==> config.mk <==
export PLATFORM = sky130hd
export DESIGN_NAME = alu_step_sequencer_flat
export DESIGN_NICKNAME = d
export VERILOG_FILES = /design/src/rtl/alu_step_sequencer_pkg.sv /design/src/rtl/alu_step_sequencer_if.sv /design/src/rtl/alu_step_sequencer_dec.sv /design/src/rtl/alu_step_sequencer.sv /design/src/flat_wrapper.sv
export SDC_FILE = /design/constraint.sdc
export NUM_CORES = 1
export LEC_CHECK = 0
export ABC_AREA = 1
export CELL_PAD_IN_SITES_DETAIL_PLACEMENT = 0
export CELL_PAD_IN_SITES_GLOBAL_PLACEMENT = 1
export CORE_MARGIN = 2
export CORE_UTILIZATION = 35
export DETAILED_ROUTE_END_ITERATION = 10
export PLACE_DENSITY = 0.77
export SYNTH_ARGS = -nofsm -noshare
export SYNTH_HDL_FRONTEND = slang
export SYNTH_SLANG_ARGS = --single-unit
==> constraint.sdc <==
create_clock -name clk -period 2.65 [get_ports clk]
set_clock_uncertainty 0.1 [all_clocks]
set_input_delay 0.795 -clock clk [delete_from_list [all_inputs] [get_ports clk]]
set_output_delay 0.795 -clock clk [all_outputs]
set_load 0.05 [all_outputs]
==> src/rtl/alu_step_sequencer_pkg.sv <==
// Shared types, ALU op constants and decode helpers for the ALU step sequencer.
package cpu_ctrl_pkg;

  localparam int ALU_OP_W = 5;

  localparam logic [ALU_OP_W-1:0] ALU_ADD = 5'h01;
  localparam logic [ALU_OP_W-1:0] ALU_MUL = 5'h0E;
  localparam logic [ALU_OP_W-1:0] ALU_DIV = 5'h0F;

  typedef enum logic [3:0] {
    ST_IDLE = 4'd0,
    ST_T0   = 4'd1,
    ST_T1   = 4'd2,
    ST_T2   = 4'd3,
    ST_T3   = 4'd4,
    ST_T4   = 4'd5,
    ST_T5   = 4'd6,
    ST_T6   = 4'd7,
    ST_DONE = 4'd8
  } state_e;

  // Scalar datapath strobes, grouped so they can be decoded and registered together.
  typedef struct packed {
    logic pc_out;
    logic mar_in;
    logic inc_pc;
    logic read;
    logic mdr_in;
    logic mdr_out;
    logic ir_in;
    logic y_in;
    logic z_in;
    logic zlo_out;
    logic zhi_out;
    logic lo_in;
    logic hi_in;
  } strobe_t;

  // Multiply and divide produce a 64-bit result that lands in HI/LO.
  function automatic logic is_wide_op(input logic [ALU_OP_W-1:0] op);
    return (op == ALU_MUL) || (op == ALU_DIV);
  endfunction

  // Scalar strobes owned by each control step; register enables are decoded separately.
  function automatic strobe_t decode_strobes(input state_e st, input logic wide);
    strobe_t s;
    s = '0;
    case (st)
      ST_T0: begin
        s.pc_out = 1'b1;
        s.mar_in = 1'b1;
        s.inc_pc = 1'b1;
      end
      ST_T1: begin
        s.read   = 1'b1;
        s.mdr_in = 1'b1;
      end
      ST_T2: begin
        s.mdr_out = 1'b1;
        s.ir_in   = 1'b1;
      end
      ST_T3: s.y_in = 1'b1;
      ST_T4: s.z_in = 1'b1;
      ST_T5: begin
        s.zlo_out = 1'b1;
        if (wide) begin
          s.lo_in = 1'b1;
        end else begin
          s.lo_in = 1'b0;
        end
      end
      ST_T6: begin
        s.zhi_out = 1'b1;
        s.hi_in   = 1'b1;
      end
      default: s = '0;
    endcase
    return s;
  endfunction

endpackage

==> src/rtl/alu_step_sequencer_if.sv <==
// Issue/handshake and datapath-strobe bundle between the issuer and the step sequencer.
interface alu_step_sequencer_if #(
  parameter int NUM_REGS = 16,
  parameter int IDX_W    = $clog2(NUM_REGS),
  parameter int SEL_W    = 5
);
  logic                start;
  logic [SEL_W-1:0]    op;
  logic [IDX_W-1:0]    ra;
  logic [IDX_W-1:0]    rb;
  logic [IDX_W-1:0]    rc;
  logic                mem_rdy;

  logic                busy;
  logic                done;
  logic                err;
  logic                pc_out;
  logic                mar_in;
  logic                inc_pc;
  logic                read;
  logic                mdr_in;
  logic                mdr_out;
  logic                ir_in;
  logic                y_in;
  logic                z_in;
  logic                zlo_out;
  logic                zhi_out;
  logic                lo_in;
  logic                hi_in;
  logic [NUM_REGS-1:0] reg_in;
  logic [NUM_REGS-1:0] reg_out;
  logic [SEL_W-1:0]    alu_sel;

  modport master (
    output start, op, ra, rb, rc, mem_rdy,
    input  busy, done, err, pc_out, mar_in, inc_pc, read, mdr_in, mdr_out, ir_in,
           y_in, z_in, zlo_out, zhi_out, lo_in, hi_in, reg_in, reg_out, alu_sel
  );

  modport slave (
    input  start, op, ra, rb, rc, mem_rdy,
    output busy, done, err, pc_out, mar_in, inc_pc, read, mdr_in, mdr_out, ir_in,
           y_in, z_in, zlo_out, zhi_out, lo_in, hi_in, reg_in, reg_out, alu_sel
  );
endinterface

==> src/rtl/alu_step_sequencer_dec.sv <==
// Register index to one-hot enable decoder; all-zero when disabled or index out of range.
module reg_onehot_dec #(
  parameter int NUM_REGS = 16,
  parameter int IDX_W    = $clog2(NUM_REGS)
) (
  input  logic [IDX_W-1:0]    idx,
  input  logic                en,
  output logic [NUM_REGS-1:0] onehot
);

  // An out-of-range index matches no bit position, so it decodes to zero.
  always_comb begin
    onehot = '0;
    for (int i = 0; i < NUM_REGS; i++) begin
      onehot[i] = en && (idx == IDX_W'(i));
    end
  end

endmodule

==> src/rtl/alu_step_sequencer.sv <==
// Control-step FSM that sequences fetch and execute of one register-register ALU instruction.
module alu_step_sequencer
  import cpu_ctrl_pkg::*;
#(
  parameter int NUM_REGS    = 16,
  parameter int IDX_W       = $clog2(NUM_REGS),
  parameter int SEL_W       = 5,
  parameter int MEM_TIMEOUT = 15
) (
  input logic                clk,
  input logic                clr,
  alu_step_sequencer_if.slave bus
);

  localparam int CNT_W = $clog2(MEM_TIMEOUT + 1);

  state_e             state_r, state_s;
  logic [SEL_W-1:0]   op_r, op_s;
  logic [IDX_W-1:0]   ra_r, ra_s, rb_r, rb_s, rc_r, rc_s;
  logic               err_r, err_s;
  logic [CNT_W-1:0]   cnt_r, cnt_s, cnt_inc_s;

  logic               ra_bad_s, rb_bad_s, rc_bad_s;
  logic               wide_s;
  strobe_t            strobe_s, strobe_r;
  logic [IDX_W-1:0]   out_idx_s;
  logic               out_en_s, in_en_s;
  logic [NUM_REGS-1:0] reg_in_s, reg_out_s, reg_in_r, reg_out_r;
  logic [SEL_W-1:0]   alu_sel_s, alu_sel_r;
  logic               busy_r, done_r, err_out_r;

  // Index legality only needs checking when the index field can encode unused registers.
  generate
    if (NUM_REGS < (1 << IDX_W)) begin : g_range_chk
      assign ra_bad_s = (bus.ra >= IDX_W'(NUM_REGS));
      assign rb_bad_s = (bus.rb >= IDX_W'(NUM_REGS));
      assign rc_bad_s = (bus.rc >= IDX_W'(NUM_REGS));
    end else begin : g_full_range
      assign ra_bad_s = 1'b0;
      assign rb_bad_s = 1'b0;
      assign rc_bad_s = 1'b0;
    end
  endgenerate

  assign cnt_inc_s = cnt_r + CNT_W'(1);

  // Next-state, field-latch and memory-wait counter logic.
  always_comb begin
    state_s = state_r;
    op_s    = op_r;
    ra_s    = ra_r;
    rb_s    = rb_r;
    rc_s    = rc_r;
    err_s   = err_r;
    cnt_s   = cnt_r;
    case (state_r)
      ST_IDLE: begin
        if (bus.start) begin
          op_s = bus.op;
          ra_s = bus.ra;
          rb_s = bus.rb;
          rc_s = bus.rc;
          if (ra_bad_s || rb_bad_s || rc_bad_s) begin
            state_s = ST_DONE;
            err_s   = 1'b1;
          end else begin
            state_s = ST_T0;
            err_s   = 1'b0;
          end
        end else begin
          state_s = ST_IDLE;
        end
      end
      ST_T0: begin
        state_s = ST_T1;
        cnt_s   = '0;
      end
      ST_T1: begin
        if (bus.mem_rdy) begin
          state_s = ST_T2;
        end else if (cnt_inc_s == CNT_W'(MEM_TIMEOUT)) begin
          state_s = ST_DONE;
          err_s   = 1'b1;
          cnt_s   = cnt_inc_s;
        end else begin
          cnt_s   = cnt_inc_s;
        end
      end
      ST_T2: state_s = ST_T3;
      ST_T3: state_s = ST_T4;
      ST_T4: state_s = ST_T5;
      ST_T5: begin
        if (is_wide_op(ALU_OP_W'(op_r))) begin
          state_s = ST_T6;
        end else begin
          state_s = ST_DONE;
        end
      end
      ST_T6:   state_s = ST_DONE;
      ST_DONE: state_s = ST_IDLE;
      default: state_s = ST_IDLE;
    endcase
  end

  // Moore decode of the upcoming state so every output can be registered.
  always_comb begin
    wide_s    = is_wide_op(ALU_OP_W'(op_s));
    strobe_s  = decode_strobes(state_s, wide_s);
    out_en_s  = (state_s == ST_T3) || (state_s == ST_T4);
    in_en_s   = (state_s == ST_T5) && !wide_s;
    if (state_s == ST_T3) begin
      out_idx_s = rb_s;
    end else begin
      out_idx_s = rc_s;
    end
    if (state_s == ST_T4) begin
      alu_sel_s = op_s;
    end else begin
      alu_sel_s = '0;
    end
  end

  reg_onehot_dec #(.NUM_REGS(NUM_REGS), .IDX_W(IDX_W)) u_dec_out (
    .idx    (out_idx_s),
    .en     (out_en_s),
    .onehot (reg_out_s)
  );

  reg_onehot_dec #(.NUM_REGS(NUM_REGS), .IDX_W(IDX_W)) u_dec_in (
    .idx    (ra_s),
    .en     (in_en_s),
    .onehot (reg_in_s)
  );

  // State, latched fields, counter and registered outputs; clr wins over everything.
  always_ff @(posedge clk) begin
    if (clr) begin
      state_r   <= ST_IDLE;
      op_r      <= '0;
      ra_r      <= '0;
      rb_r      <= '0;
      rc_r      <= '0;
      err_r     <= 1'b0;
      cnt_r     <= '0;
      strobe_r  <= '0;
      reg_in_r  <= '0;
      reg_out_r <= '0;
      alu_sel_r <= '0;
      busy_r    <= 1'b0;
      done_r    <= 1'b0;
      err_out_r <= 1'b0;
    end else begin
      state_r   <= state_s;
      op_r      <= op_s;
      ra_r      <= ra_s;
      rb_r      <= rb_s;
      rc_r      <= rc_s;
      err_r     <= err_s;
      cnt_r     <= cnt_s;
      strobe_r  <= strobe_s;
      reg_in_r  <= reg_in_s;
      reg_out_r <= reg_out_s;
      alu_sel_r <= alu_sel_s;
      busy_r    <= (state_s != ST_IDLE);
      done_r    <= (state_s == ST_DONE);
      err_out_r <= (state_s == ST_DONE) && err_s;
    end
  end

  assign bus.busy    = busy_r;
  assign bus.done    = done_r;
  assign bus.err     = err_out_r;
  assign bus.pc_out  = strobe_r.pc_out;
  assign bus.mar_in  = strobe_r.mar_in;
  assign bus.inc_pc  = strobe_r.inc_pc;
  assign bus.read    = strobe_r.read;
  assign bus.mdr_in  = strobe_r.mdr_in;
  assign bus.mdr_out = strobe_r.mdr_out;
  assign bus.ir_in   = strobe_r.ir_in;
  assign bus.y_in    = strobe_r.y_in;
  assign bus.z_in    = strobe_r.z_in;
  assign bus.zlo_out = strobe_r.zlo_out;
  assign bus.zhi_out = strobe_r.zhi_out;
  assign bus.lo_in   = strobe_r.lo_in;
  assign bus.hi_in   = strobe_r.hi_in;
  assign bus.reg_in  = reg_in_r;
  assign bus.reg_out = reg_out_r;
  assign bus.alu_sel = alu_sel_r;

endmodule

==> src/flat_wrapper.sv <==
// flat-port wrapper written by rule: the top's interface ports become plain ports
module alu_step_sequencer_flat import cpu_ctrl_pkg::*;
#(
  parameter int NUM_REGS    = 16,
  parameter int IDX_W       = $clog2(NUM_REGS),
  parameter int SEL_W       = 5,
  parameter int MEM_TIMEOUT = 15
)
  (clk, clr, bus_start, bus_op, bus_ra, bus_rb, bus_rc, bus_mem_rdy, bus_busy, bus_done, bus_err, bus_pc_out, bus_mar_in, bus_inc_pc, bus_read, bus_mdr_in, bus_mdr_out, bus_ir_in, bus_y_in, bus_z_in, bus_zlo_out, bus_zhi_out, bus_lo_in, bus_hi_in, bus_reg_in, bus_reg_out, bus_alu_sel);
  alu_step_sequencer_if #(.NUM_REGS(NUM_REGS), .IDX_W(IDX_W), .SEL_W(SEL_W)) bus_i ();
  input logic clk;
  input logic clr;
  input wire logic [$bits(bus_i.start)-1:0] bus_start;
  input wire logic [$bits(bus_i.op)-1:0] bus_op;
  input wire logic [$bits(bus_i.ra)-1:0] bus_ra;
  input wire logic [$bits(bus_i.rb)-1:0] bus_rb;
  input wire logic [$bits(bus_i.rc)-1:0] bus_rc;
  input wire logic [$bits(bus_i.mem_rdy)-1:0] bus_mem_rdy;
  output wire logic [$bits(bus_i.busy)-1:0] bus_busy;
  output wire logic [$bits(bus_i.done)-1:0] bus_done;
  output wire logic [$bits(bus_i.err)-1:0] bus_err;
  output wire logic [$bits(bus_i.pc_out)-1:0] bus_pc_out;
  output wire logic [$bits(bus_i.mar_in)-1:0] bus_mar_in;
  output wire logic [$bits(bus_i.inc_pc)-1:0] bus_inc_pc;
  output wire logic [$bits(bus_i.read)-1:0] bus_read;
  output wire logic [$bits(bus_i.mdr_in)-1:0] bus_mdr_in;
  output wire logic [$bits(bus_i.mdr_out)-1:0] bus_mdr_out;
  output wire logic [$bits(bus_i.ir_in)-1:0] bus_ir_in;
  output wire logic [$bits(bus_i.y_in)-1:0] bus_y_in;
  output wire logic [$bits(bus_i.z_in)-1:0] bus_z_in;
  output wire logic [$bits(bus_i.zlo_out)-1:0] bus_zlo_out;
  output wire logic [$bits(bus_i.zhi_out)-1:0] bus_zhi_out;
  output wire logic [$bits(bus_i.lo_in)-1:0] bus_lo_in;
  output wire logic [$bits(bus_i.hi_in)-1:0] bus_hi_in;
  output wire logic [$bits(bus_i.reg_in)-1:0] bus_reg_in;
  output wire logic [$bits(bus_i.reg_out)-1:0] bus_reg_out;
  output wire logic [$bits(bus_i.alu_sel)-1:0] bus_alu_sel;
  assign bus_i.start = bus_start;
  assign bus_i.op = bus_op;
  assign bus_i.ra = bus_ra;
  assign bus_i.rb = bus_rb;
  assign bus_i.rc = bus_rc;
  assign bus_i.mem_rdy = bus_mem_rdy;
  assign bus_busy = bus_i.busy;
  assign bus_done = bus_i.done;
  assign bus_err = bus_i.err;
  assign bus_pc_out = bus_i.pc_out;
  assign bus_mar_in = bus_i.mar_in;
  assign bus_inc_pc = bus_i.inc_pc;
  assign bus_read = bus_i.read;
  assign bus_mdr_in = bus_i.mdr_in;
  assign bus_mdr_out = bus_i.mdr_out;
  assign bus_ir_in = bus_i.ir_in;
  assign bus_y_in = bus_i.y_in;
  assign bus_z_in = bus_i.z_in;
  assign bus_zlo_out = bus_i.zlo_out;
  assign bus_zhi_out = bus_i.zhi_out;
  assign bus_lo_in = bus_i.lo_in;
  assign bus_hi_in = bus_i.hi_in;
  assign bus_reg_in = bus_i.reg_in;
  assign bus_reg_out = bus_i.reg_out;
  assign bus_alu_sel = bus_i.alu_sel;
  alu_step_sequencer #(.NUM_REGS(NUM_REGS), .IDX_W(IDX_W), .SEL_W(SEL_W), .MEM_TIMEOUT(MEM_TIMEOUT)) u_core (.clk(clk), .clr(clr), .bus(bus_i));
endmodule
==> impl.org, run 1 <==
** Setup path
- Critical path, cell by cell :: clkdlybuf4s50_1
- Worst-path fanout max :: 2
- Slowest CP cell :: sky130_fd_sc_hd__clkdlybuf4s50_1
- Top delay family on crit path :: buffers and inverters
- Worst Path Class, Setup :: flop to output pin
- Required time at the worst-slack endpoint :: 1.76 ns
- STA classifies the critical path endpoint as an output pin.
- The number of buffers and inverters on the critical path is 1.
- Element type at the critical path start :: flop
- STA puts the critical path data arrival time at 1.50 ns.
- The largest single stage delay on the critical path is 0.81 ns.

** Cells and area
- Post-route insts no fill :: 540
- Most frequent standard cell in the layout excluding fill and tap cells :: sky130_fd_sc_hd__nand2_1
- In the layout the commonest cells are sky130_fd_sc_hd__nand2_1 (78), sky130_fd_sc_hd__dfxtp_1 (74), sky130_fd_sc_hd__nor2_1 (73), sky130_fd_sc_hd__clkdlybuf4s50_1 (73), sky130_fd_sc_hd__inv_1 (37).
- Total number of nets in the final design :: 456
- Number of antenna repair diodes :: 0
- For this run, the share of the core covered by cells in the final layout is 49.77%.
- Layout cell share with drive strength beyond 1 :: 10.50%
- Compared with the post-synthesis result, the final layout area differs by 36.48%.

** CTS
- Worst-path clk slew :: 0.07 ns
- Clock latency on the worst-skew pair :: 0.34 ns
- Number of post-CTS setup repair buffers :: 0
- TritonCTS built the clock tree.
- Post-cts repair resize count :: 0
- Library cell used as clock root buffer :: sky130_fd_sc_hd__clkbuf_8
- CTS hold repair buffers :: 0
- CTS built an H-tree with a depth of 3.
- Clock Path Buffers :: 2
- Inserted Clock Buffers :: 9
- The clock drives 74 sinks.

** Drt
- The detailed router finished its first iteration with 97 violations.
- Post-detailed-route count of antenna-violating nets :: 0
- WL/cell :: 11.59 microns
- Routed vias :: 2,356
- DRT Wirelength :: 6.260 mm
- DRC violation count after routing :: 0
- In the routed layout, each cell is associated on average with a via count of 4.363.
- The first detailed-routing pass took 4 iterations.

** Power
- Power density cells :: 738.8 nW/um^2
- Static Leak :: 1.626 nW
- Power comes to 2.857 mW.
- IR Drop Worst-Case VDD :: 435.5 uV

** Placed design
- Detailed placement finished with a half-perimeter wire length of 4.686 mm.
- In this run, placement finished with an instance count of 524.
- Buffers placed on the I/O ports in this run total 73.
- At the end of routability-driven placement, the weighted congestion stood at 0.8569.

** Yosys
- Simple-Gate Fraction of Synth Area :: 32.02%
- Summing the areas of all compound-gate instances in the mapped netlist gives 5.742% of the synthesized area.
- Combinational family with the most area after synthesis :: simple AND/OR/NAND/NOR gates
- Counting flops and latches in the post-synthesis netlist gives 74.
- Yosys mapped the design onto 27 distinct sky130hd cell types.
- In the synthesized netlist, the number of instances is 357.
- Summing every instance area after synthesis gives 2833 sq um.
- Dividing the synthesized area by the synthesized cell count gives 7.935 sq um.
- Count of warnings emitted by yosys :: 0
- Multiplexer area fraction after synthesis :: 0.3534%
- Area share of xor/xnor cells in the synthesized design :: 0%
- Post-synthesis adder-cell area fraction :: 0.8834%
- Sequential cells were found to cover 52.30% of the synthesized design area.
- Net Count, Synth :: 380

** Timing
- For the final routed database, the setup TNS stands at 0 ns.
- RSZ-0062 raised after global routing :: no
- Setup violations remaining at the end of the flow were counted as 0.
- The number of failing hold endpoints at the final stage was 0.
- Slew at the pin with the worst max-slew slack :: 0.5160 ns
- Measured against its own limit, the worst slew margin works out to 65.49%.
- The routed design could run at a clock period as short as 2.393 ns.
- Share of the clock period used by the worst path :: 90.28%
- The max-slew violation count is 0.
- Worst slack on hold paths :: 0.3708 ns
- FMAX :: 0.4180 GHz

** Floorplanning
- Die width :: 93.97 microns
- Core outline area :: 7767 sq um
- The initialized floorplan defines 32 standard-cell rows.
- For this design the top-level I/O count stands at 74.
- The floorplan step set the die height to 93.97 microns.
- The initial utilization of the core area, before any placement, comes to 36.47%.
- The die covers 8829 sq um.

** Global route
- Initial antenna violation count :: 0
- The via count of the first global-routing pass came to 2,245.
- Largest net degree at the start of global routing :: 29
- Wire length of the first global-routing pass :: 10.31 mm
- Total global routing overflow :: 0
- Gr usage total :: 15.05%

** Min path
- The tightest min-delay check is of the flop to flop type.

** Outcome
- The flow ran to the end, and the final reports show no timing, DRC or antenna violations.

** Run
- Count of max-cap constraint violations :: 0
==> synth_stat cells, drive strengths merged <==
cell,count,share of area (%)
nor2,78,12
nand2,89,13
nand3,19,3.7
mux2i,1,0.35
ha,2,0.88
inv,41,5.4
clkinv,1,0.13
a211oi,4,1.1
o21ai,12,2.5
dfxtp,74,52
o32ai,1,0.57
clkbuf,3,0.40
nor3,3,0.53
nand4,11,2.9
a21oi,9,1.6
buf,9,2.7
==> cell type report <==
cell class | count | area (sq um)
multi-input cells | 229 | 1105
well taps | 102 | 127.6
fillers | 775 | 3901
clock buffers | 11 | 131.4
clock inverters | 5 | 102.6
flip-flops and latches | 74 | 1481
repair buffers | 77 | 760.7
inverters | 42 | 157.7
==> report_power, final <==
part / internal, mW / total (mW) / switching, mW
Combinational: 0.195 / 0.609 / 0.414
Clock: 0.625 / 1.02 / 0.393
Sequential: 1.18 / 1.23 / 0.0515
Total: 2.00 / 2.86 / 0.859
==> worst reg2reg max path: stages (launching register included) <==
cell	delay (ns)
sky130_fd_sc_hd__dfxtp_1	0.51
sky130_fd_sc_hd__inv_1	0.15
sky130_fd_sc_hd__nand3_1	0.25
sky130_fd_sc_hd__nor2_1	0.11
sky130_fd_sc_hd__nor2_1	0.11
sky130_fd_sc_hd__nand2_1	0.09
sky130_fd_sc_hd__nand2_2	0.17
sky130_fd_sc_hd__nand4_2	0.17
sky130_fd_sc_hd__nor2_1	0.13
==> cells by family (layout without fill, tap and decap cells) <==
family	count (synthesis)	in the layout
compound gates	26	26
fa+ha+maj	2	2
buf+inv	54	135
flops	74	74
mux	1	1
simple gates	200	200
==> path summary, 6_finish.rpt <==
path | startpoint | to | slack [ns] | cells after the start
max | u_core.bus.mdr_in | bus_read | 0.26 | 1
min | u_core.rb_r[1] | u_core.rb_r[1] | 0.37 | 2
max reg2reg | u_core.state_r[0] | u_core.bus.reg_out[9] | 0.80 | 8
min reg2reg | u_core.rb_r[1] | u_core.rb_r[1] | 0.37 | 2
==> metrics by stage <==
step,cell area [sq um],setup WS (ns)
finish,3866,0.2575
global route,3866,0.2057
detailed placement,3632,0.1099
global placement,3632,0.1380
CTS,3866,0.2312
floorplan,2833,0.8409
==> metal layers <==
metal / GRT usage (%) / routed length, microns / up-vias
met5: 0 / 0 / -
li1: - / - / 1261
met1: 18.09 / 2878 / 1035
met4: 4.831 / 72 / 0
met2: 25.24 / 2959 / 54
met3: 5.136 / 350 / 6
==> state kept, by name (all words and copies together), names as in the netlist, 4 cells and up <==
register / count
u_core.bus.alu_sel: 5
u_core.bus.reg_in: 16
u_core.bus.reg_out: 16
u_core.cnt_r: 4
u_core.op_r: 5
u_core.ra_r: 4
u_core.rb_r: 4
u_core.rc_r: 4
u_core.state_r: 4
Note: power is estimated with default switching activity, not from simulation.
==> inputs of run 2 (changes only) <==
- CTS_CLUSTER_DIAMETER: unset -> 30
- SYNTH_HIERARCHICAL: unset -> 1
==> run 2 against run 1 <==
Combinational power fell by 22%. Power decreased by 12%. Sequential power decreased by 3%. Design area rose by 3.7%. Sequential share of layout area shrank 1.4 points. Critical path type is now input port to flop. Hold slack worse by 0.0015 ns. Wire length fell by 3.0%. Via count increased by 2.2%. Maximum frequency decreased by 1.3%. Clock-buffer cell count down 1. Highest routed layer unchanged. Critical path depth increased by 8. Critical endpoint is now u_core/bus.reg_out[11]. Largest cell class unchanged.
==> impl.org, run 2 <==
** Floorplanning
- The die outline area was 9072 sq um (was 8829 sq um).
- The number of placement rows is 33 (was 32).
- Core outline area :: 8134 sq um (was 7767 sq um)
- Starting density of the core :: 35.83% (was 36.47%)
- The width of the chip was 95.25 microns (was 93.97 microns).
- The height of the die came to 95.25 microns (was 93.97 microns).
- The count of pins on the block boundary was 74 (unchanged).

** Timing
- The maximum operating frequency came to 0.4127 GHz (was 0.4180 GHz).
- Worst slack on hold paths :: 0.3693 ns (was 0.3708 ns)
- Headroom to the max-slew limit :: 66.07% (was 65.49%)
- The number of failing hold endpoints at the final stage is 0 (unchanged).
- Setup violations, final :: 0 (unchanged)
- RSZ-0062 raised after global routing: no (unchanged).
- The max-slew violation count came to 0 (unchanged).
- The final critical-path share of the clock period came to 91.43% (was 90.28%).
- Fin crit period :: 2.423 ns (was 2.393 ns)
- Slew at the pin with the worst max-slew slack :: 0.5074 ns (was 0.5160 ns)
- Setup_tns :: 0 ns (unchanged)

** Cells and area
- Register cell area after layout :: 1481 sq um (unchanged)
- The most common library cell in the layout ignoring fill and taps was sky130_fd_sc_hd__nor2_1 (was sky130_fd_sc_hd__nand2_1).
- Multi-input logic area :: 1080 sq um (was 1105 sq um)
- Layout cell share with drive strength beyond 1 :: 11.35% (was 10.50%)
- Area growth from synthesis to final layout :: 37.57% (was 36.48%)
- Most frequent cells in the layout :: sky130_fd_sc_hd__nor2_1 (104), sky130_fd_sc_hd__dfxtp_1 (74), sky130_fd_sc_hd__clkdlybuf4s50_1 (72), sky130_fd_sc_hd__inv_1 (63), sky130_fd_sc_hd__nand2_1 (48) (was sky130_fd_sc_hd__nand2_1 (78), sky130_fd_sc_hd__dfxtp_1 (74), sky130_fd_sc_hd__nor2_1 (73), sky130_fd_sc_hd__clkdlybuf4s50_1 (73), sky130_fd_sc_hd__inv_1 (37))
- Total number of nets in the final design :: 485 (was 456)
- The filler cell count in the final layout was 802 (was 775).
- Number of antenna repair diodes :: 0 (unchanged)

** Yosys
- Leading area contributor after synthesis :: sky130_fd_sc_hd__dfxtp_1 (unchanged)
- Main synth FF type :: sky130_fd_sc_hd__dfxtp_1 (unchanged)
- Average instance area after synthesis :: 7.730 sq um (was 7.935 sq um)
- Sequential-to-total area share from yosys stat :: 50.84% (was 52.30%)
- The post-synthesis instance total came to 377 (was 357).
- The number of distinct library cells after synthesis came to 25 (was 27).
- Cells taking the most area after synthesis: sky130_fd_sc_hd__dfxtp_1 (51%), sky130_fd_sc_hd__nor2_1 (13%), sky130_fd_sc_hd__inv_1 (8.1%) (was sky130_fd_sc_hd__dfxtp_1 (52%), sky130_fd_sc_hd__nand2_1 (10%), sky130_fd_sc_hd__nor2_1 (9.7%)).
- The post-synth net total came to 400 (was 380).
- Leading post-synthesis cells by instance count :: sky130_fd_sc_hd__nor2_1 (104), sky130_fd_sc_hd__dfxtp_1 (74), sky130_fd_sc_hd__inv_1 (63) (was sky130_fd_sc_hd__nand2_1 (78), sky130_fd_sc_hd__dfxtp_1 (74), sky130_fd_sc_hd__nor2_1 (73))
- The most used standard cell by instance count after synthesis is sky130_fd_sc_hd__nor2_1 (was sky130_fd_sc_hd__nand2_1).
- Area share of the largest cell type after synthesis :: 50.84% (was 52.30%)
- The yosys synthesis warning count came to 6 (was 0).
- The number of flops mapped to enable cells by yosys was 0 (unchanged).
- Number of synthesized register bits :: 74 (unchanged)
- The synthesized area was 2914 sq um (was 2833 sq um).
- Fraction of registers with async set or reset after synthesis :: 0% (unchanged)

** CTS
- Number of clock sinks :: 74 (unchanged)
- CTS HTree Levels :: 3 (unchanged)
- The number of setup buffers added after CTS came to 0 (unchanged).
- The clock insertion delay at the later pin of the skew report was 0.35 ns (was 0.34 ns).
- Inserted Clock Buffers :: 9 (unchanged)
- Worst-path clk slew :: 0.08 ns (was 0.07 ns)
- The cts-stage hold buffer count was 0 (unchanged).
- The number of gates resized after cts came to 0 (unchanged).
- Library cell used as clock root buffer :: sky130_fd_sc_hd__clkbuf_8 (unchanged)
- The maximum clock path buffer count was 2 (unchanged).
- The clock tree from TritonCTS is yes (unchanged).

** Drt
- WL/cell :: 10.61 microns (was 11.59 microns)
- Top layer in use :: met4 (unchanged)
- The sum of routed wire length over all layers was 6.071 mm (was 6.260 mm).
- Routed length on met2 :: 2.678 mm (was 2.959 mm)
- Number of iterations in the first detailed-routing pass :: 4 (unchanged)
- The violation count after the first detailed-routing iteration is 91 (was 97).
- Via density :: 4.212 (was 4.363)
- The via count is 2,409 (was 2,356).
- The number of remaining DRC errors was 0 (unchanged).
- The count of nets left with antenna violations after detail routing is 0 (unchanged).
- The wire length on met3 came to 418 microns (was 350 microns).
- Post-route met1 wirelength :: 2.861 mm (was 2.878 mm)

** Outcome
- Outcome: complete, no violations (unchanged).

** Power
- Total design power :: 2.526 mW (was 2.857 mW)
- The standby leakage power is 1.648 nW (was 1.626 nW).
- IR Drop Worst-Case VDD :: 256.6 uV (was 435.5 uV)
- Power density cells :: 630.2 nW/um^2 (was 738.8 nW/um^2)

** Global route
- The total global routing track utilization is 14.73% (was 15.05%).
- Total global routing overflow :: 0 (unchanged)
- Initial antenna violation count :: 0 (unchanged)
- Wire length of the first global-routing pass :: 10.12 mm (was 10.31 mm)
- The largest net degree at the start of global routing was 20 (was 29).
- The via count of the first global-routing pass was 2,247 (was 2,245).

** Setup path
- Worst Path Class, Setup :: input port to flop (was flop to output pin)
- Required time at the worst-slack endpoint :: 2.84 ns (was 1.76 ns)
- Worst-path fanout max :: 18 (was 2)
- The data arrival at the endpoint of the critical path came to 2.61 ns (was 1.50 ns).
- Nature of the critical path endpoint :: flop (was output pin)
- Element type at the critical path start :: input port (was flop)

** Placed design
- The weighted congestion at the end of routability-driven global placement came to 0.8307 (was 0.8569).
- Port Buffers :: 73 (unchanged)
- Final HPWL from detailed placement :: 4.609 mm (was 4.686 mm)

** Min path
- The class of the tightest hold or removal check is flop to flop (unchanged).

** Run
- The count of maximum capacitance violations is 0 (unchanged).
run 2: cell families after synthesis:
| group | synth area share [%] |
|---|---|
| fa+ha+maj | 0.8586 |
| compound gates | 5.882 |
| mux | 4.465 |
| simple gates | 25.85 |
| buf+inv | 12.11 |
| flops | 50.84 |
run 2: final cells by class:
| cell class | count | area share, % |
|---|---|---|
| repair buffers | 89 | 21.41 |
| inverters | 70 | 6.554 |
| flip-flops and latches | 74 | 36.95 |
| clock inverters | 6 | 1.685 |
| multi-input cells | 218 | 26.94 |
| clock buffers | 10 | 3.184 |
| well taps | 105 | 3.277 |
run 2: path summary, 6_finish.rpt:
| kind | from | to | slack, ns | depth (start not counted) |
|---|---|---|---|---|
| worst max-delay path | bus_start | u_core/bus.reg_out[11] | 0.23 | 9 |
| worst min-delay path | u_core/ra_r[1] | u_core/ra_r[1] | 0.37 | 2 |
| worst max register to register | u_core/state_r[1] | u_core/bus.reg_out[11] | 0.59 | 9 |
| worst min register to register | u_core/ra_r[1] | u_core/ra_r[1] | 0.37 | 2 |
run 2: stage by stage:
step / setup slack (ns) / utilization (%) / area [sq um] / std cells
finish: 0.2270 / 49.28 / 4009 / 572
detailed placement: -0.1099 / 46.89 / 3814 / 556
CTS: 0.2120 / 49.28 / 4009 / 572
global route: 0.002440 / 49.28 / 4009 / 572
floorplan: 0.6170 / - / 2914 / 377
global placement: -0.09462 / 46.89 / 3814 / 556
run 2: routing by layer:
metal	vias to the layer above	track usage [%]
met3	9	4.901
met5	-	0
met4	0	7.126
met1	1040	18.41
li1	1297	-
met2	63	22.77
run 2: power by group:
part           switching [mW]  leakage (nW)  internal, mW
registers              0.0300         0.601          1.16
clock network           0.421        0.0925         0.436
logic                   0.290         0.955         0.187
total                   0.741          1.65          1.79
run 2: critical path, stage by stage:
cell	delay, ns
sky130_fd_sc_hd__clkdlybuf4s50_1	0.49
sky130_fd_sc_hd__nand3_2	0.11
sky130_fd_sc_hd__buf_12	0.18
sky130_fd_sc_hd__mux2i_1	0.13
sky130_fd_sc_hd__mux2i_1	0.39
sky130_fd_sc_hd__nand3_1	0.22
sky130_fd_sc_hd__nor2_1	0.15
sky130_fd_sc_hd__inv_1	0.05
sky130_fd_sc_hd__nor2_1	0.07
==> inputs of run 3 (changes only) <==
- CTS_BUF_LIST: unset -> sky130_fd_sc_hd__clkbuf_4 sky130_fd_sc_hd__clkbuf_8
==> run 3 against run 2 <==
Combinational power about the same. Final cell count unchanged. Sequential power about the same. Non-clock buffer count unchanged. Clock power increased by 2%. Clock-buffer cell count unchanged. Hold slack about the same. Wire length increased by 0.30%. Largest cell class unchanged.
==> impl.org, run 3 (synthesis results as in run 2) <==
** Outcome
- Outcome :: complete, no violations (unchanged)

** Setup path
- Logic depth of the worst register-to-register path :: 9 (unchanged)
- The kind of launch point of the worst setup path is an input port (unchanged).
- Worst-path fanout max :: 18 (unchanged)
- Worst Path Class, Setup :: input port to flop (unchanged)
- Arrival @ worst endpoint :: 2.59 ns (was 2.61 ns)
- Required time at the worst-slack endpoint :: 2.83 ns (was 2.84 ns)
- The critical path endpoint category is a flop (unchanged).

** Drt
- The sum of routed wire length over all layers is 6.089 mm (was 6.071 mm).
- The per-cell via count in the routed design is 4.212 (unchanged).
- The number of remaining DRC errors came to 0 (unchanged).
- The average wire length per cell after detail routing came to 10.65 microns (was 10.61 microns).
- Number of DRC markers in iteration 0 :: 71 (was 91)
- Routed vias :: 2,409 (unchanged)
- Post-detailed-route count of antenna-violating nets :: 0 (unchanged)
- The count of TritonRoute iterations in the first routing pass is 4 (unchanged).

** Floorplanning
- Area of the die :: 9072 sq um (unchanged)
- The width of the chip came to 95.25 microns (unchanged).
- The number of placement rows came to 33 (unchanged).
- Top-level port count :: 74 (unchanged)
- Starting density of the core :: 35.83% (unchanged)
- Y dimension of the die :: 95.25 microns (unchanged)
- Core outline area :: 8134 sq um (unchanged)

** Global route
- The via count of the first global-routing pass came to 2,246 (was 2,247).
- The largest net degree at the start of global routing is 20 (unchanged).
- The global-route congestion overflow total was 0 (unchanged).
- The global-route wire length before repair was 10.13 mm (was 10.12 mm).
- The total global routing track utilization came to 14.73% (unchanged).
- The number of antenna violations at the first check in global routing came to 0 (unchanged).

** Placed design
- The instance area at placement came to 3814 sq um (unchanged).
- Final HPWL from detailed placement :: 4.609 mm (unchanged)
- Port Buffers :: 73 (unchanged)
- The weighted congestion at the end of routability-driven global placement came to 0.8307 (unchanged).

** CTS
- The count of clock tree sinks is 74 (unchanged).
- Worst-path clk slew :: 0.08 ns (about the same)
- CTS HTree Levels :: 3 (unchanged)
- Inserted Clock Buffers :: 9 (unchanged)
- CTS hold repair buffers :: 0 (unchanged)
- Clock latency on the worst-skew pair :: 0.35 ns (about the same)
- Library cell used as clock root buffer :: sky130_fd_sc_hd__clkbuf_8 (unchanged)
- The number of gates resized after cts is 0 (unchanged).
- The clock tree from TritonCTS is yes (unchanged).
- Clock Path Buffers :: 2 (unchanged)
- The number of setup buffers added after CTS is 0 (unchanged).

** Run
- The count of maximum capacitance violations is 0 (unchanged).

** Timing
- RSZ-0062 raised after global routing :: no (unchanged)
- The time the final worst path needs with I/O delays and setup was 2.406 ns (was 2.423 ns).
- The transition time of the tightest slew-check pin was 0.5074 ns (about the same).
- The final critical-path share of the clock period came to 90.79% (was 91.43%).
- Hold Fails Final Rpt :: 0 (unchanged)
- Setup violations, final :: 0 (unchanged)
- The maximum operating frequency was 0.4157 GHz (was 0.4127 GHz).
- The remaining max-slew budget at the tightest pin came to 66.07% (about the same).
- The max-slew violation count came to 0 (unchanged).

** Cells and area
- The share of cells above drive strength 1 is 11.56% (was 11.35%).
- Area growth from synthesis to final layout :: 37.70% (was 37.57%)
- Most frequent cells in the layout: sky130_fd_sc_hd__nor2_1 (104), sky130_fd_sc_hd__dfxtp_1 (74), sky130_fd_sc_hd__clkdlybuf4s50_1 (72), sky130_fd_sc_hd__inv_1 (63), sky130_fd_sc_hd__nand2_1 (48) (unchanged).
- The filler cell count in the final layout came to 804 (was 802).
- Layout Utilization :: 49.33% (was 49.28%)
- Most frequent standard cell in the layout excluding fill and tap cells :: sky130_fd_sc_hd__nor2_1 (unchanged)
- Total number of nets in the final design :: 485 (unchanged)
- Final instance area :: 4013 sq um (was 4009 sq um)
- Number of antenna repair diodes :: 0 (unchanged)

** Power
- The total power per unit cell area came to 632.9 nW/um^2 (was 630.2 nW/um^2).
- The standby leakage power was 1.652 nW (was 1.648 nW).
- IR Drop Worst-Case VDD :: 256.9 uV (was 256.6 uV)

** Min path
- Cells on Worst Hold Path :: 2 (unchanged)
- The class of the tightest hold or removal check is flop to flop (unchanged).
[run 3: cell counts in the layout (fill, tap and decap cells not counted)]
No cell type changed its count.
[run 3: cell type report]
cell class	count	area (sq um)	area share, %
clock inverter	6	67.56	1.684
inverter	70	262.8	6.548
tap	105	131.4	3.274
sequential	74	1481	36.92
multi-input combinational	218	1080	26.91
clock buffer	10	131.4	3.274
timing repair buffer	89	858.3	21.39
[run 3: power by group]
part	leakage, nW	switching [mW]	internal [mW]
Clock	0.0959	0.424	0.447
Combinational	0.955	0.290	0.187
Sequential	0.601	0.0301	1.16
[run 3: worst paths after layout]
check,endpoint,from,slack [ns]
setup reg to reg,u_core/bus.reg_out[3],u_core/state_r[1],0.61
setup / recovery,u_core/bus.reg_out[3],bus_start,0.24
hold / removal,u_core/ra_r[1],u_core/ra_r[1],0.37
hold reg to reg,u_core/ra_r[1],u_core/ra_r[1],0.37
[run 3: worst max-delay path: stages]
cell and delay (ns):
sky130_fd_sc_hd__clkdlybuf4s50_1 0.49, sky130_fd_sc_hd__nand3_2 0.11, sky130_fd_sc_hd__buf_12 0.18, sky130_fd_sc_hd__mux2i_1 0.13, sky130_fd_sc_hd__mux2i_1 0.39, sky130_fd_sc_hd__nand3_1 0.21, sky130_fd_sc_hd__nor2_1 0.14, sky130_fd_sc_hd__inv_1 0.05
sky130_fd_sc_hd__nor2_1 0.08
[run 3: per-stage QoR]
stage          hold slack (ns)  TNS (ns)  std cells  setup WS, ns  total power [mW]
2_1_floorplan           0.3501         0        377        0.6170             1.546
3_3_place_gp            0.3531   -0.9858        556      -0.09462             1.694
3_5_place_dp            0.3583    -1.252        556       -0.1099             1.698
4_1_cts                 0.3702         0        572        0.2120             2.579
5_1_grt                 0.3817         0        572      0.002440             2.685
6_report                0.3690         0        572        0.2441             2.539
[run 3: layer usage]
layer	track usage, %	vias up	wire [microns]
li1	-	1294	-
met1	18.41	1045	2860
met2	22.77	61	2691
met3	4.901	9	424
met4	7.126	0	112
met5	0	-	0
